<file path="src/rtl/seg_display_ctrl_if.sv">
// Input handshake for the BCD display controller.
// A value transfers on a rising edge where in_valid && in_ready; valid is not queued when ready is low.
interface seg_display_ctrl_if #(
   parameter int BIN_W = 14
);
   logic             in_valid;
   logic             in_ready;
   logic [BIN_W-1:0] in_value;

   modport master (output in_valid, output in_value, input in_ready);
   modport slave  (input in_valid, input in_value, output in_ready);
endinterface

</file>
<file path="src/rtl/seg_display_ctrl.sv">
// Sequential binary-to-BCD converter (double dabble, one bit per cycle) driving the
// 7-segment digit nibbles, with clamp-to-9s on overflow and leading-zero blanking.
module seg_display_ctrl #(
   parameter int NUM_DIGITS = 4,
   parameter int BIN_W      = 14,
   parameter int LZ_BLANK   = 1
) (
   input  logic                    clk,
   input  logic                    rst_n,
   seg_display_ctrl_if.slave       bus,
   output logic [4*NUM_DIGITS-1:0] bcd,
   output logic [NUM_DIGITS-1:0]   digit_on,
   output logic                    overflow,
   output logic                    busy,
   output logic [1:0]              state_dbg
);
   localparam int ACC_W = 4 * NUM_DIGITS;
   localparam int CNT_W = (BIN_W < 2) ? 1 : $clog2(BIN_W + 1);
   localparam logic [39:0] MAX_VAL = 40'(10 ** NUM_DIGITS) - 40'd1;

   typedef enum logic [1:0] {
      IDLE  = 2'd0,
      SHIFT = 2'd1,
      DONE  = 2'd2
   } state_t;

   state_t           state;
   logic [BIN_W-1:0] shreg;
   logic [ACC_W-1:0] acc;
   logic [CNT_W-1:0] cnt;
   logic             clamp;

   logic [ACC_W-1:0]      adj;
   logic [ACC_W-1:0]      load_val;
   logic [NUM_DIGITS-1:0] on_next;
   logic                  any_nz;

   // Add-3 correction applied to every nibble before the shift.
   always_comb begin
      adj = acc;
      for (int i = 0; i < NUM_DIGITS; i++) begin
         if (acc[4*i +: 4] >= 4'd5) adj[4*i +: 4] = acc[4*i +: 4] + 4'd3;
      end
   end

   // Digit i stays lit when it or any more significant digit is nonzero.
   always_comb begin
      load_val = clamp ? {NUM_DIGITS{4'h9}} : acc;
      on_next  = '0;
      any_nz   = 1'b0;
      for (int i = NUM_DIGITS - 1; i >= 0; i--) begin
         any_nz     = any_nz | (|load_val[4*i +: 4]);
         on_next[i] = (LZ_BLANK == 0) || (i == 0) || any_nz;
      end
   end

   always_ff @(posedge clk or negedge rst_n) begin
      if (!rst_n) begin
         state    <= IDLE;
         shreg    <= '0;
         acc      <= '0;
         cnt      <= '0;
         clamp    <= 1'b0;
         bcd      <= '0;
         digit_on <= NUM_DIGITS'(1);
         overflow <= 1'b0;
      end else begin
         case (state)
            IDLE: begin
               if (bus.in_valid) begin
                  shreg <= bus.in_value;
                  acc   <= '0;
                  cnt   <= '0;
                  clamp <= (40'(bus.in_value) > MAX_VAL);
                  state <= SHIFT;
               end
            end
            SHIFT: begin
               acc   <= {adj[ACC_W-2:0], shreg[BIN_W-1]};
               shreg <= shreg << 1;
               cnt   <= cnt + CNT_W'(1);
               if (cnt == CNT_W'(BIN_W - 1)) state <= DONE;
            end
            DONE: begin
               bcd      <= load_val;
               digit_on <= on_next;
               overflow <= clamp;
               state    <= IDLE;
            end
            default: state <= IDLE;
         endcase
      end
   end

   assign bus.in_ready = (state == IDLE);
   assign busy         = (state != IDLE);
   assign state_dbg    = state;
endmodule

</file>
<file path="src/flat_wrapper.sv">
// flat-port wrapper written by rule: the top's interface ports become plain ports
module seg_display_ctrl_flat 
#(
   parameter int NUM_DIGITS = 4,
   parameter int BIN_W      = 14,
   parameter int LZ_BLANK   = 1
)
  (clk, rst_n, bcd, digit_on, overflow, busy, state_dbg, bus_in_valid, bus_in_value, bus_in_ready);
  seg_display_ctrl_if #(.BIN_W(BIN_W)) bus_i ();
  input  logic clk;
  input  logic rst_n;
  output logic [4*NUM_DIGITS-1:0] bcd;
  output logic [NUM_DIGITS-1:0] digit_on;
  output logic overflow;
  output logic busy;
  output logic [1:0] state_dbg;
  input wire logic [$bits(bus_i.in_valid)-1:0] bus_in_valid;
  input wire logic [$bits(bus_i.in_value)-1:0] bus_in_value;
  output wire logic [$bits(bus_i.in_ready)-1:0] bus_in_ready;
  assign bus_i.in_valid = bus_in_valid;
  assign bus_i.in_value = bus_in_value;
  assign bus_in_ready = bus_i.in_ready;
  seg_display_ctrl #(.NUM_DIGITS(NUM_DIGITS), .BIN_W(BIN_W), .LZ_BLANK(LZ_BLANK)) u_core (.clk(clk), .rst_n(rst_n), .bus(bus_i), .bcd(bcd), .digit_on(digit_on), .overflow(overflow), .busy(busy), .state_dbg(state_dbg));
endmodule
</file>
<file path="config.mk">
export PLATFORM = sky130hd
export DESIGN_NAME = seg_display_ctrl_flat
export DESIGN_NICKNAME = d
export VERILOG_FILES = /design/src/rtl/seg_display_ctrl_if.sv /design/src/rtl/seg_display_ctrl.sv /design/src/flat_wrapper.sv
export SDC_FILE = /design/constraint.sdc
export NUM_CORES = 1
export LEC_CHECK = 0
export BUFFER_PORTS_ARGS = -buffer_cell sky130_fd_sc_hd__buf_2
export CAP_MARGIN = 30
export CORE_MARGIN = 1.5
export CORE_UTILIZATION = 30
export CTS_CLUSTER_SIZE = 10
export DETAILED_ROUTE_END_ITERATION = 10
export GPL_ROUTABILITY_DRIVEN = 0
export PLACE_DENSITY = 0.5
export SETUP_SLACK_MARGIN = 0.5
export SLEW_MARGIN = 20
export SYNTH_ARGS = -nofsm -noshare
export SYNTH_HDL_FRONTEND = slang
export SYNTH_SLANG_ARGS = --single-unit
</file>
<file path="constraint.sdc">
create_clock -name clk -period 1.9 [get_ports clk]
set_clock_uncertainty 0.15 [all_clocks]
set_input_delay 0.19 -clock clk [delete_from_list [all_inputs] [get_ports clk]]
set_output_delay 0.19 -clock clk [all_outputs]
set_load 0.02 [all_outputs]
</file>
; Word-level counts from Yosys, hierarchy flattened
; Index checks and enable logic that the tools add are counted.
[totals]
regBits = 57
latchBits = 0
ram_bits = 0
mem_bits_ro = 0
inputBits = 17
output_inout_bits = 25
elab_cells = 48
mem_count = 0
[op_classes]
n_addsub = 5
mul = 0
div_mod_pow = 0
magnitude_cmp = 5
eq_ne = 5
n_shift = 0
muxes = 14
bitwise = 2
reduce_logical = 9
[op_table]
columns = op, count
row1 = $mux W16, 2
row2 = $pmux W16 S2, 1
row3 = $pmux W14 S2, 1
row4 = $ge A4 B3 Y1 const B, 4
row5 = $mux W4, 4
row6 = $gt A14 B14 Y1 const B, 1
row7 = $mux W14, 1
row8 = $add A4 B2 Y4 const B, 3
row9 = $reduce_or A4 Y1, 3
row10 = $pmux W4 S2, 1
row11 = $reduce_and A2 Y1, 3
row12 = $add A4 B1 Y4 const B, 1
row13 = $eq A4 B4 Y1 const B, 1
row14 = $mux W2, 2
row15 = $pmux W2 S2, 1
row16 = $reduce_bool A2 Y1, 2
row17 = $add A3 B2 Y3 const B, 1
row18 = $mux W3, 1
row19 = $eq A2 B1 Y1 const B, 1
row20 = $eq A2 B2 Y1 const B, 1
row21 = $logic_not A2 Y1, 1
row22 = $ne A2 B1 Y1 const B, 1
row23 = $ne A2 B2 Y1 const B, 1
row24 = $or A1 B1 Y1, 2

; Logic depth before layout (Yosys ltp)
; Gate-level depths: netlist (run 1).
[logic_depth]
ltp_word = 4
mapped_depth = 6
mapped_depth_nobuf = 5

; Worst setup path before layout (run 1)
; No wires, ideal clock.
[synth_timing]
path_kind = register to register
from = register u_core.state[0] (netlist: u_core.state_dbg[0])
to = register u_core.acc[11]
setup_time_ps = 122
arrival_time_ps = 1346
t_required_ps = 1628
slack_ps = 282
path_stages_with_launch = 6
n_path_buf = 2
synth_period_minus_slack_ps = 1618
cell_sequence = dfrtp_1 buf_2 o21ba_2 clkbuf_1 o31ai_1 a32o_1
[synth_via]
elab_chain_len = 3
word_cells_on_any_way = 6
classes_between = eq/ne (2) / mux (1) / reduce/logical (3)
[synth_lines]
columns = item, line
row1 = "start, declared", seg_display_ctrl.sv:27  ; state_t state;
row2 = "start signal, assigned", seg_display_ctrl.sv:59  ; state <= IDLE;
row3 = "start signal, assigned", seg_display_ctrl.sv:75  ; state <= SHIFT;
row4 = "start signal, assigned", seg_display_ctrl.sv:82  ; if (cnt == CNT_W'(BIN_W - 1)) state <= DONE;
row5 = $eq A2 B1 Y1 or $logic_not A2 Y1 (tied branches), seg_display_ctrl.sv:68  ; case (state)
row6 = $reduce_bool A2 Y1 (no source line) or $ne A2 B2 Y1 (tied branches), n/a
row7 = $reduce_and A2 Y1 (no source line), n/a
row8 = "end signal, assigned", seg_display_ctrl.sv:79  ; acc <= {adj[ACC_W-2:0], shreg[BIN_W-1]};
row9 = "end, declared", seg_display_ctrl.sv:29  ; logic [ACC_W-1:0] acc;
; Several ways; a longest one is shown, not always the timed one.
; A chain may end at the register's enable or synchronous reset.

; Final worst setup path (run 1)
[layout_timing]
from = register u_core.state[1] (netlist: u_core.state_dbg[1])
to = register u_core.shreg[8]
[layout_via]
elab_chain_len = 3
word_cells_on_any_way = 6
classes_between = eq/ne (2) / mux (1) / reduce/logical (3)
[layout_lines]
columns = item, line
row1 = $eq A2 B1 Y1 or $logic_not A2 Y1 (tied branches), seg_display_ctrl.sv:68
row2 = $reduce_bool A2 Y1 (no source line) or $ne A2 B2 Y1 (tied branches), n/a
row3 = $reduce_and A2 Y1 (no source line), n/a
row4 = "end signal, assigned", seg_display_ctrl.sv:71  ; shreg <= bus.in_value;
row5 = "end signal, assigned", seg_display_ctrl.sv:80  ; shreg <= shreg << 1;
row6 = "end, declared", seg_display_ctrl.sv:28  ; logic [BIN_W-1:0] shreg;
; Several ways; a longest one is shown, not always the timed one.

==> results.cfg, run 1 <==
[outcome]
status = complete, no violations

[synthesis]
synth_top_area_frac = 0.513
synth_area_per_cell_um2 = 10.1
synthTopCellsByCount = 57 x dfrtp_1, 42 x nand2_1, 26 x o21ai_0
ys_ff_latch = 57
synthesis.nets = 303
synth_area_leader_cell = dfrtp_1
synthFlopType = dfrtp_1
async_reset_ff_frac = 1.00
yosysWarnings = 0
ys_types = 39
synth.most_common_cell = dfrtp_1
synth.area.top_cells = dfrtp_1 51%, nand2_1 5.7%, o21ai_0 4.7%, ha_1 4.5%, mux2i_1 4.3%
synth_cells = 276
synth_area_um2 = 2780
synth_edf_count = 0
seq_area_frac_synth = 0.513

[final_layout]
stdcell_area_um2 = 4260
antenna_cells = 0
syn_to_final_growth_pct = 53.1
fin_nets = 404
drive_above_1_share = 0.438
fin_util = 0.481
fin_cells = 489

[floorplan]
die_h_um = 99.3
fp-row-count = 34
coreArea_um2 = 8850
die_width_um = 99.3
die_area_um2 = 9860
initial_core_util = 0.314
io_pins = 42

[clock_tree]
cts_made_buffers = 9
clk_pin_slew_ns = 0.07
tritoncts = built
cts_max_level = 3
clkLatencyLatePin_ns = 0.34
cts_num_sinks = 57
cts_buffer_depth = 2
clock-root-buffer = clkbuf_8

[place]
io_buffers = 40
dp.final_hpwl_um = 4400
place_area_um2 = 3240
place_inst = 413

[route]
final_antenna_net_count = 0
viasPerCell = 4.91
via_count = 2400
drt-total-wl_um = 7580
wire_per_inst_um = 15.5
dr.first_iter.drc_count = 65
drtPass1Iterations = 5
drc = 0

[global_routing]
grt_usage = 0.161
grt_pass1_wl_um = 12300
grt_overflow = 0
grt_pass1_vias = 2506
grt_max_degree = 29
antenna_found_initial = 0

[sta]
drv_slew = 0
setup_tns_ns = 0
layout_min_cycle_time_ns = 1.58
slew_headroom = 0.623
worst_pin_slew_ns = 0.566
period_share = 0.832
setup_viol = 0
rsz0062_at_grt = true
hold_violations = 0
fmax_ghz = 0.633

[critical_path]
cp_max_fo = 6
worst-path-buf-inv = 2
path_cells = nor3b_4, buf_6, clkbuf_16, mux2i_1, o21ai_1
cp_num_cells = 5
slowest_delay_ns = 0.47
critical_path_class = reg -> reg
start_kind = register
critPathTopFamily = flip-flops
required_ns = 1.98
r2r_cells = 5
crit_slowest_cell = dfrtp_2
crit_arrival_ns = 1.66
cp-end-kind = register

[pwr]
p_leak_uw = 0.00192
ir_worst_vdd_mv = 0.483
internal_power_uw = 4050
pwr-share-seq = 0.306
p_comb_frac = 0.521
power_density_nw_per_um2 = 1560
finalPower_uw = 6650
pwr-share-clk = 0.174
switchingPower_uw = 2600
swShare = 0.391

[run]
drv_cap = 0

[min_path]
holdPathStages = 3
hold_path_class = in -> reg
==> power groups by stage <==
stage | combinational, uW | sequential (uW) | clock, uW
2_1_floorplan | 1620 | 2170 | 0
3_3_place_gp | 2280 | 2070 | 0
3_5_place_dp | 2310 | 2080 | 0
4_1_cts | 3090 | 2010 | 1180
5_1_grt | 3800 | 2090 | 1230
6_report | 3460 | 2030 | 1160
==> placed cells by master (no fill, tap or decap), types with 6 or more instances in the layout <==
master          n
ha_4            7
mux2i_1        12
dlygate4sd3_1  13
buf_6          12
buf_4          39
buf_2          37
o21ai_1        14
dfrtp_1        51
dfrtp_2         6
clkbuf_8       11
o31ai_1         9
inv_1          14
nor2_1         12
inv_2           8
nand2_1        41
o21ai_0        11
==> worst paths after layout <==
kind / startpoint / endpoint / slack, ns
max: u_core.state_dbg[1] / u_core.shreg[8] / 0.32
min: bus_in_value[4] / u_core.shreg[4] / 0.01
max reg2reg: u_core.state_dbg[1] / u_core.shreg[8] / 0.32
min reg2reg: u_core.bcd[2] / u_core.bcd[2] / 0.33
max in group asynchronous: rst_n / u_core.shreg[0] / 0.81
min in group asynchronous: rst_n / u_core.bcd[10] / 0.22
==> final cells by class <==
| cell class | instances | area, um2 |
|---|---|---|
| Inverter | 22 | 82.6 |
| Clock buffer | 12 | 155 |
| Timing Repair Buffer | 108 | 908 |
| Fill cell | 821 | 4590 |
| Tap cell | 108 | 135 |
| Clock inverter | 3 | 40.0 |
| Sequential cell | 57 | 1430 |
| Multi-Input combinational cell | 179 | 1500 |
==> logic make-up (layout without fill, tap and decap cells) <==
group	after synthesis	in the layout	synth area share
other	1	1	0.00135
flip-flops	57	57	0.513
AO/OA/AOI/OAI	76	76	0.192
XOR/XNOR	5	5	0.0157
adder cells (fa/ha/maj)	10	10	0.0450
buffers and inverters	40	145	0.0621
AND/OR/NAND/NOR	75	75	0.128
multiplexers	12	12	0.0432
==> per-layer routing <==
layer,global-route usage,share of wire,vias up
met5,0,0,-
met2,0.286,0.52,58
li1,-,-,1175
met1,0.186,0.43,1156
met4,0.0542,0.011,0
met3,0.0457,0.038,11
==> sequential cells by signal, indices dropped and copies added (netlist names) <==
signal	cells
u_core.acc	16
u_core.bcd	16
u_core.shreg	14
u_core.cnt	4
u_core.digit_on	3
u_core.state_dbg	2
u_core.clamp	1
u_core.overflow	1
==> worst register-to-register path, stage by stage, from the launching register on <==
cell	delay (ns)
dfrtp_2	0.47
nor3b_4	0.30
buf_6	0.16
clkbuf_16	0.14
mux2i_1	0.17
o21ai_1	0.08
==> metrics by stage <==
step | worst slack [ns] | hold WS, ns
after floorplan | 0.322 | -0.256
after global placement | 0.261 | 0.0537
after detailed placement | 0.225 | 0.0630
after CTS | 0.324 | 0.00214
after global routing | 0.229 | 0.0240
final | 0.319 | 0.0147
==> repair_timing <==
item | CTS | global route
hold buffers | 13 | 0
setup endpoints to repair | 47 | 51
pin swaps | 14 | 14
cloned | 2 | 1
hold endpoints to repair | 33 | 0
buffers inserted | 41 | 4
gates resized for setup | 32 | 29
No activity file was read; power rests on OpenSTA's default activity.
==> run 2: changes to the inputs <==
- clock period: 1.9 -> 1.6 ns (I/O delays scaled with it)
==> results.cfg, run 2 (synthesis results as in run 1) <==
[outcome]
status = complete, no violations

[place]
dp.final_hpwl_um = 4460
post-place-ws_ns = 0.0161
place_inst = 435
io_buffers = 40

[clock_tree]
clock-root-buffer = clkbuf_8
clk_pin_slew_ns = 0.07
cts_max_level = 3
cts_buffer_depth = 2
cts_num_sinks = 57
clkLatencyLatePin_ns = 0.34
cts_made_buffers = 9
tritoncts = built

[critical_path]
crit_arrival_ns = 1.63
r2r_end = u_core.digit_on[1]
path_cells = or4_4, nor4_4, a32oi_1
r2r_cells = 3
required_ns = 1.66
critPathTopFamily = simple AND/OR/NAND/NOR gates
critical_path_class = reg -> reg
cp-end-kind = register
cp_max_fo = 2
ff2ff_setup_slack_ns = 0.03
r2r_start = u_core.acc[9]
crit_slowest_cell = or4_4
start_kind = register
slowest_delay_ns = 0.54
worst-path-buf-inv = 0

[route]
drt-total-wl_um = 8760
drtPass1Iterations = 4
top_layer = met4
drc = 0
viasPerCell = 5.04
dr_wl_met3_um = 234
via_count = 2705
wl_met1_um = 3740
wire_per_inst_um = 16.3
dr.first_iter.drc_count = 74
final_antenna_net_count = 0
wl_met2_um = 4720

[sta]
setup_viol = 0
rsz0062_at_grt = true
setup_tns_ns = 0
drv_slew = 0
hold_violations = 0
fmax_ghz = 0.637
layout_min_cycle_time_ns = 1.57
period_share = 0.981
fin_ws_ns = 0.0301

[pwr]
ir_worst_vdd_mv = 0.717
power_density_nw_per_um2 = 1810
p_leak_uw = 0.00236

[min_path]
hold_path_class = in -> reg
holdPathStages = 4
hp-start = bus_in_value[4]
whs_endpoint = u_core.clamp

[floorplan]
fp-row-count = 34
die_width_um = 99.3
die_h_um = 99.3
initial_core_util = 0.314
coreArea_um2 = 8850
io_pins = 42
die_area_um2 = 9860

[global_routing]
grt_usage = 0.173
grt_pass1_wl_um = 13400
grt_overflow = 0
antenna_found_initial = 0
grt_pass1_vias = 2772
grt_max_degree = 58

[run]
drv_cap = 0

[final_layout]
antenna_cells = 0
largest_registers = u_core.acc: 16 flops, u_core.bcd: 16 flops, u_core.shreg: 14 flops
drive_above_1_share = 0.627
syn_to_final_growth_pct = 93.0
mostFrequentLayoutCells = 53 x buf_6, 53 x dfrtp_1, 52 x buf_4
fin_util = 0.607
fin_cells = 537
fin_nets = 451
-- run 2: changes by cell type in the layout (fill, tap and decap cells not counted), moves of 5 or more --
cell and change:
o31ai_4 +5, o31ai_1 -5, buf_6 +41, o21ai_2 +11
o21ai_0 -9, nand2_1 -23, buf_2 -21, nand2_2 +15
nand2_4 +8, buf_4 +13, mux2i_1 -6
-- run 2: worst max-delay path by stage --
| stage | startpoint | cells past startpoint | endpoint | slack (ns) |
|---|---|---|---|---|
| floorplan | u_core.clamp | 4 | u_core.digit_on[1] | 0.02 |
| global placement | u_core.acc[9] | 3 | u_core.digit_on[1] | 0.04 |
| detailed placement | u_core.acc[9] | 6 | u_core.acc[10] | 0.02 |
| CTS | u_core.acc[11] | 3 | u_core.digit_on[1] | 0.02 |
| global route | u_core.acc[9] | 3 | u_core.digit_on[1] | -0.04 |
| finish | u_core.acc[9] | 3 | u_core.digit_on[1] | 0.03 |
-- run 2: per-stage QoR --
step | total power (uW) | cell area [um2] | hold slack, ns
final | 9700 | 5370 | 0.114
after floorplan | 4540 | 2990 | -0.286
after global routing | 10200 | 5370 | 0.128
after detailed placement | 5530 | 3430 | 0.0424
after global placement | 5500 | 3430 | 0.0445
after CTS | 8550 | 4720 | 0.0883
-- run 2: layout make-up --
class | count | area (um2)
fillers | 722 | 3480
flip-flops and latches | 57 | 1430
repair buffers | 154 | 1620
multi-input cells | 180 | 1880
inverters | 22 | 87.6
well taps | 108 | 135
clock inverters | 5 | 78.8
clock buffers | 11 | 141
-- run 2: repair_timing --
action,CTS,global route
pin swaps,19,27
setup endpoints to repair,81,81
hold buffers,15,0
buffers inserted,39,21
hold endpoints to repair,72,0
resized for setup,123,86
cloned,7,4
-- run 2: per-layer routing --
layer	global-route usage	vias up
met4	0.0542	0
li1	-	1281
met1	0.206	1363
met5	0	-
met3	0.0408	9
met2	0.308	52
-- run 2: where the power goes --
| part | total (uW) | internal, uW | switching (uW) |
|---|---|---|---|
| Combinational | 5700 | 3040 | 2670 |
| Sequential | 2470 | 1980 | 490 |
| Clock | 1520 | 918 | 605 |
-- run 2: worst min-delay path, delay by kind of cell --
kind | cells | cell delay (ns)
AOI/OAI and AO/OA | 2 | 0.21
and+or+nand+nor | 1 | 0.10
buffers and inverters | 1 | 0.08
